[src/rtl/rv32i_types.sv]
// Shared RV32I datapath types plus the CPU-to-physical-memory bridge state and error constants.
package rv32i_types;

    typedef logic [31:0] rv32i_word;
    typedef logic [3:0]  rv32i_mem_wmask;

    typedef enum logic [1:0] {
        IDLE = 2'd0,
        REQ  = 2'd1,
        RESP = 2'd2
    } mem_bridge_state_t;

    localparam rv32i_word      MEM_BRIDGE_ERR_DATA  = 32'hDEAD_BEEF;
    localparam rv32i_mem_wmask MEM_BRIDGE_READ_MASK = 4'b1111;
    localparam int unsigned    MEM_BRIDGE_WD_WIDTH  = 16;

endpackage

[src/rtl/cpu_mem_bridge_watchdog.sv]
// Request watchdog: counts cycles spent in REQ and flags expiry on the TIMEOUT_CYCLES-th one.
module mem_bridge_watchdog
    import rv32i_types::*;
#(
    parameter int unsigned TIMEOUT_CYCLES = 255
) (
    input  logic clk,
    input  logic rst_n,
    input  logic active,
    output logic expired
);

    logic [MEM_BRIDGE_WD_WIDTH-1:0] count_q;

    // The count is zero on the first REQ cycle, so it reads k-1 during the k-th one.
    always_ff @(posedge clk) begin
        if (!rst_n) begin
            count_q <= '0;
        end else if (active) begin
            count_q <= count_q + 1'b1;
        end else begin
            count_q <= '0;
        end
    end

    assign expired = active && (count_q == MEM_BRIDGE_WD_WIDTH'(TIMEOUT_CYCLES - 1));

endmodule

[src/rtl/cpu_mem_bridge.sv]
// Captures one CPU memory request, replays it to physical memory, returns one mem_resp pulse.
// Optional watchdog with sticky bridge_err is enabled by defining CPU_MEM_BRIDGE_TIMEOUT_EN.
module cpu_mem_bridge
    import rv32i_types::*;
#(
    parameter int unsigned TIMEOUT_CYCLES = 255
) (
    input  logic        clk,
    input  logic        rst_n,
    input  logic        mem_read,
    input  logic        mem_write,
    input  logic [31:0] mem_address,
    input  logic [31:0] mem_wdata,
    input  logic [3:0]  mem_byte_enable,
    output logic        mem_resp,
    output logic [31:0] mem_rdata,
    output logic        pmem_read,
    output logic        pmem_write,
    output logic [31:0] pmem_address,
    output logic [31:0] pmem_wdata,
    output logic [3:0]  pmem_byte_enable,
    input  logic        pmem_resp,
    input  logic [31:0] pmem_rdata,
    output logic        bridge_err
);

    mem_bridge_state_t state_q;
    rv32i_word         addr_q;
    rv32i_word         wdata_q;
    rv32i_mem_wmask    be_q;
    rv32i_word         rdata_q;
    logic              is_write_q;
    logic              resp_q;
    logic              pread_q;
    logic              pwrite_q;
    logic              expired;

`ifdef CPU_MEM_BRIDGE_TIMEOUT_EN
    logic err_q;

    mem_bridge_watchdog #(
        .TIMEOUT_CYCLES(TIMEOUT_CYCLES)
    ) u_watchdog (
        .clk     (clk),
        .rst_n   (rst_n),
        .active  (state_q == REQ),
        .expired (expired)
    );

    always_ff @(posedge clk) begin
        if (!rst_n) begin
            err_q <= 1'b0;
        end else if (state_q == REQ && expired && !pmem_resp) begin
            err_q <= 1'b1;
        end
    end

    assign bridge_err = err_q;
`else
    assign expired    = 1'b0;
    assign bridge_err = 1'b0;
`endif

    // NOTE: state uses non-blocking assignments so every register sees pre-edge values.
    always_ff @(posedge clk) begin
        if (!rst_n) begin
            state_q    <= IDLE;
            addr_q     <= '0;
            wdata_q    <= '0;
            be_q       <= '0;
            rdata_q    <= '0;
            is_write_q <= 1'b0;
            resp_q     <= 1'b0;
            pread_q    <= 1'b0;
            pwrite_q   <= 1'b0;
        end else begin
            resp_q <= 1'b0;
            case (state_q)
                IDLE: begin
                    // Write wins when the CPU raises both strobes.
                    if (mem_write) begin
                        addr_q     <= mem_address;
                        wdata_q    <= mem_wdata;
                        be_q       <= mem_byte_enable;
                        is_write_q <= 1'b1;
                        pwrite_q   <= 1'b1;
                        state_q    <= REQ;
                    end else if (mem_read) begin
                        addr_q     <= mem_address;
                        be_q       <= MEM_BRIDGE_READ_MASK;
                        is_write_q <= 1'b0;
                        pread_q    <= 1'b1;
                        state_q    <= REQ;
                    end
                end
                REQ: begin
                    if (pmem_resp) begin
                        if (!is_write_q) begin
                            rdata_q <= pmem_rdata;
                        end
                        pread_q  <= 1'b0;
                        pwrite_q <= 1'b0;
                        resp_q   <= 1'b1;
                        state_q  <= RESP;
                    end else if (expired) begin
                        rdata_q  <= MEM_BRIDGE_ERR_DATA;
                        pread_q  <= 1'b0;
                        pwrite_q <= 1'b0;
                        resp_q   <= 1'b1;
                        state_q  <= RESP;
                    end
                end
                // The CPU still holds its request here; returning to IDLE skips re-capture.
                RESP:    state_q <= IDLE;
                default: state_q <= IDLE;
            endcase
        end
    end

    assign mem_resp         = resp_q;
    assign mem_rdata        = rdata_q;
    assign pmem_read        = pread_q;
    assign pmem_write       = pwrite_q;
    assign pmem_address     = addr_q & 32'hFFFF_FFFC;
    assign pmem_wdata       = wdata_q;
    assign pmem_byte_enable = be_q;

endmodule

[config.mk]
export PLATFORM = sky130hd
export DESIGN_NAME = cpu_mem_bridge
export DESIGN_NICKNAME = d
export VERILOG_FILES = /design/src/rtl/rv32i_types.sv /design/src/rtl/cpu_mem_bridge_watchdog.sv /design/src/rtl/cpu_mem_bridge.sv
export SDC_FILE = /design/constraint.sdc
export NUM_CORES = 1
export LEC_CHECK = 0
export BUFFER_PORTS_ARGS = -buffer_cell sky130_fd_sc_hd__buf_4
export CORE_MARGIN = 5
export CORE_UTILIZATION = 45
export DETAILED_ROUTE_END_ITERATION = 12
export PLACE_DENSITY_LB_ADDON = 0.08
export SLEW_MARGIN = 20
export SYNTH_ARGS = -nofsm -noshare
export SYNTH_HDL_FRONTEND = slang
export SYNTH_SLANG_ARGS = --single-unit
[constraint.sdc]
create_clock -name clk -period 1.4 [get_ports clk]
set_input_delay 0.14 -clock clk [delete_from_list [all_inputs] [get_ports clk]]
set_output_delay 0.14 -clock clk [all_outputs]
set_load 0.1 [all_outputs]
### Yosys cells after proc, flatten, opt, wreduce, memory -nomap -nowiden

Cells that the tools add are included.

| storage, ports and cells | value |
|---|---|
| register bits after elaboration | 106 |
| bits of input ports | 105 |
| output and inout bits | 104 |
| logic and storage cells | 43 |

| operators by class | value |
|---|---|
| equal/unequal tests | 6 |
| muxes and demuxes | 17 |
| bitwise logic cells | 1 |
| reduce and logical (&&, ||, !) cells | 10 |

Operators with widths:

| operator | count |
|---|---|
| 2-to-1 mux 32 bit | 2 |
| 2-to-1 mux 4 bit | 2 |
| inequality test 2 bit (second input constant) | 4 |
| AND reduction 2 bit | 4 |
| 2-to-1 mux 1 bit | 7 |
| 2-to-1 mux 2 bit | 3 |
| AND reduction 3 bit | 2 |
| one-hot mux 1 bit (2 select lines) | 2 |
| one-hot mux 2 bit (2 select lines) | 1 |
| AND reduction 4 bit | 1 |
| nonzero test 2 bit | 2 |
| inequality test 3 bit (second input constant) | 1 |
| == test 2 x 1 -> 1 bit (second input constant) | 1 |
| logical NOT 2 bit | 1 |
| inverter 1 bit | 1 |

### Depth between registers and ports, before layout

| depth | value |
|---|---|
| depth in word-level cells | 3 |
| depth in mapped cells | 6 |

### Worst setup path before layout

No wires, ideal clock.

| path | value |
|---|---|
| path type | register to register |
| from | register pmem_read (netlist name) |
| to | register pread_q, in the netlist pmem_read |
| setup time | 86 ps |
| arrival time | 1373 ps |
| data required time | 1314 ps |
| setup slack | -59 ps |
| stages on the path, launching flop included | 3 |
| path buffers | 0 |
| clock period less this slack | 1459 ps |
| path through | dfxtp_1 > o21ai_0 > a211oi_1 |

RTL lines:

| element | RTL line | text |
|---|---|---|
| end signal: assignment | cpu_mem_bridge.sv:74 | `pread_q <= 1'b0;` |
| end signal: assignment | cpu_mem_bridge.sv:92 | `pread_q <= 1'b1;` |
| end signal: assignment | cpu_mem_bridge.sv:101 | `pread_q <= 1'b0;` |
| end: declaration | cpu_mem_bridge.sv:34 | `logic pread_q;` |

### Worst setup path after layout

| path | value |
|---|---|
| from | register state_q[0] |
| to | register wdata_q[9], in the netlist pmem_wdata[9] |

| on the way | value |
|---|---|
| cells in the longest elaborated chain, start to end | 2 |

Ends and longest elaborated chain:

| element | RTL line | text |
|---|---|---|
| start: declaration | cpu_mem_bridge.sv:27 | `mem_bridge_state_t state_q;` |
| start signal: assignment | cpu_mem_bridge.sv:67 | `state_q <= IDLE;` |
| start signal: assignment | cpu_mem_bridge.sv:87 | `state_q <= REQ;` |
| start signal: assignment | cpu_mem_bridge.sv:93 | `state_q <= REQ;` |
| logical NOT 2 bit | cpu_mem_bridge.sv:78 | `case (state_q)` |
| AND reduction 2 bit (no source line) | - |  |
| end signal: assignment | cpu_mem_bridge.sv:83 | `wdata_q <= mem_wdata;` |
| end: declaration | cpu_mem_bridge.sv:29 | `rv32i_word wdata_q;` |

Every way passes these cells.
A chain may end at the register's enable or synchronous reset.

==> results.txt <==
The die is 104 um tall. Leaving out fill and tap cells, the most frequent cells in the layout are sky130_fd_sc_hd__buf_4, sky130_fd_sc_hd__nand2_1, sky130_fd_sc_hd__dfxtp_1. The number of antenna violations at the first check in global routing is 0. At the end of routability-driven placement, the weighted congestion stood at 0.733. The most common cell after layout, fill and taps aside is sky130_fd_sc_hd__buf_4. Summed over all cells, the static leakage comes to 2.80 nW. The layout-stage area growth over the synthesis result came out at 53.8%. The number of endpoints failing setup at the final stage is 0. The number of clock buffers added by TritonCTS is 9. The count of endpoints failing hold in the final timing report is 0.

The class of the most critical hold timing path is primary input to flop. In this run, synthesis produced a sequential element count of 104. The vias after detailed routing is 3800. The first TritonRoute pass finished after 4 iterations. The post-synthesis async set-or-reset flop share is 0%.

The largest vdd supply drop came out at 0.730 mV. The power per cell area came out at 1270 mW/mm^2. The clock tree from TritonCTS is yes.

The number of standard-cell rows in the floorplan came out at 34. The run finished with clean final reports. The placeable core region came out at 0.00864 sq mm. The routed design has 11.2 mm of wire. The final routed DRC violation total came out at 0. The number of nets with antenna violations after routing is 0. The count of mapped cells out of synthesis came out at 455.

The proportion of synthesized chip area in sequential cells is 52.8%. The dominant synthesized flop cell is sky130_fd_sc_hd__dfxtp_1. At the worst endpoint, the required time is 1.69 ns. The number of max-slew violations in the final report is 0. The number of nets in the finished design is 778.

The max-capacitance violation count came out at 0. After clock tree synthesis, the clock-pin slew on the worst setup and hold paths is 0.10 ns. After global routing the overflow that remains totals 0.

The clock passes through at most 2 buffers. Clock skew on the completed layout was measured at 0.0116 ns. The wire length of the first global-routing pass is 17.3 mm.

The worst setup path is launched from a flop. The synthesized area came out at 0.00395 sq mm. The clock latency on the worst-skew pair came out at 0.36 ns. The share of layout cells above drive strength 1 is 36.1%. The number of global-route vias before repair was 3528. The setup TNS came out at 0 ns.

Input and output buffers added on the ports amount to 203. The synthesized area per cell came out at 8.67 sq um. The fmax is 730 MHz. Along the worst path, the maximum fanout reaches 32.

Entering global routing, the biggest net connects 65 pins. The initial core utilization is 45.7%. The number of enable-type register cells in the synthesized netlist came out at 0. For this block, the initial DRC count from the detailed router was 136. Total power for the finished layout comes to 7.70 mW. The root buffer cell chosen for the clock tree is sky130_fd_sc_hd__clkbuf_8.

The worst setup path is captured at a flop. In the routed layout, each cell is associated on average with a via count of 4.83. The type of the worst setup path is flop to flop. The post-route minimum period came out at 1.37 ns. The die extent in x came out at 104 um. In the final routed layout, each cell accounts on average for 14.2 um. The CTS H-tree depth came out at 3.

The number of cells on the worst reg-to-reg path came out at 6. The critical path arrival is 1.66 ns. The number of warnings issued by yosys is 0. The final worst-path cycle share came out at 97.8%. The number of top-level pins is 209. The clock net in this run drives a total of 104 sinks.

The number of distinct library cells after synthesis came out at 27. The die covers 0.0107 sq mm. The HPWL after detailed placement is 7.38 mm.

The worst hold path passes through 3 cells. The global routing usage summed across all routing layers is 19.3%.
## report_power, final
| part | switching [mW] | internal, mW |
|---|---|---|
| sequential | 0.114 | 3.17 |
| clock | 0.997 | 0.653 |
| combinational | 2.01 | 0.760 |
## cells in the mapped netlist (2+ instances only)
cell type,number,area [sq um]
sky130_fd_sc_hd__clkbuf_2,3,15.0
sky130_fd_sc_hd__clkbuf_1,20,75.1
sky130_fd_sc_hd__o21a_1,2,15.0
sky130_fd_sc_hd__inv_1,2,7.51
sky130_fd_sc_hd__buf_8,3,45.0
sky130_fd_sc_hd__nor2_1,2,7.51
sky130_fd_sc_hd__mux2i_1,30,300
sky130_fd_sc_hd__buf_6,5,56.3
sky130_fd_sc_hd__o221a_2,4,45.0
sky130_fd_sc_hd__buf_2,7,35.0
sky130_fd_sc_hd__nand2_1,125,469
sky130_fd_sc_hd__and4b_2,2,22.5
sky130_fd_sc_hd__o21ai_0,59,295
sky130_fd_sc_hd__buf_4,3,22.5
sky130_fd_sc_hd__buf_1,2,7.51
sky130_fd_sc_hd__dfxtp_1,104,2080
sky130_fd_sc_hd__o21ai_1,7,35.0
sky130_fd_sc_hd__a21oi_1,3,15.0
sky130_fd_sc_hd__nand3_1,64,320
## sequential cells by signal, summed over array words and instances, names as in the netlist
register and count:
is_write_q 1, mem_rdata 32, state_q 2, pmem_write 1
mem_resp 1, addr_q 30, pmem_read 1, pmem_wdata 32
pmem_byte_enable 4
## worst max-delay path, cell delays in order, from the launching register on
cell	delay, ns
sky130_fd_sc_hd__dfxtp_1	0.38
sky130_fd_sc_hd__buf_4	0.17
sky130_fd_sc_hd__nor3b_4	0.17
sky130_fd_sc_hd__buf_4	0.19
sky130_fd_sc_hd__clkbuf_16	0.21
sky130_fd_sc_hd__nand3_1	0.09
sky130_fd_sc_hd__o21ai_0	0.08
## final cells by class
| cell class | instances | area [sq um] |
|---|---|---|
| Tap cell | 108 | 135 |
| Clock buffer | 12 | 135 |
| Clock inverter | 4 | 31.3 |
| Timing Repair Buffer | 248 | 2060 |
| Inverter | 2 | 7.51 |
| Sequential cell | 104 | 2080 |
| Multi-Input combinational cell | 308 | 1620 |
| Fill cell | 686 | 2570 |
| Antenna cell | 1 | 2.50 |
## final timing paths
check	endpoint	startpoint	slack (ns)
worst max-delay path	pmem_wdata[9]	state_q[0]	0.03
worst min-delay path	pmem_wdata[30]	mem_wdata[30]	0.01
worst max register to register	pmem_wdata[9]	state_q[0]	0.03
worst min register to register	pmem_wdata[28]	pmem_wdata[28]	0.45
## cells by family after synthesis
| logic type | count (synthesis) | synth area share [%] |
|---|---|---|
| and+or+nand+nor | 197 | 21.9 |
| buffers and inverters | 45 | 6.69 |
| muxes | 30 | 7.61 |
| other | 1 | 0.0950 |
| DFF | 104 | 52.8 |
| AOI/OAI and AO/OA | 78 | 10.9 |
## metal layers
layer  share of wire, %  track usage, %  vias to the layer above
met3                9.1            6.97                       27
met5                  0               0                        -
li1                   -               -                     1950
met4                3.1            9.47                        0
met2                 47            30.9                      143
met1                 41            22.7                     1680
## what timing repair did
action | CTS | global route
setup buffers | 0 | 3
hold buffers | 29 | 0
setup endpoints to repair | 0 | 13
endpoints found under the hold margin | 29 | 0
resized for setup | 0 | 1
## per-stage QoR
stage	cells	utilization, %	hold WS, ns	cell area, sq um	worst slack (ns)
after floorplan	457	-	0.270	3960	0.0357
after global placement	736	64.1	0.354	5530	0.135
after detailed placement	736	64.1	0.363	5530	0.0869
after CTS	781	69.4	0.00390	5990	0.0695
after global routing	786	70.2	0.00280	6070	-0.0263
final	787	70.3	0.0148	6070	0.0309
Note: power is estimated with default switching activity, not from simulation.
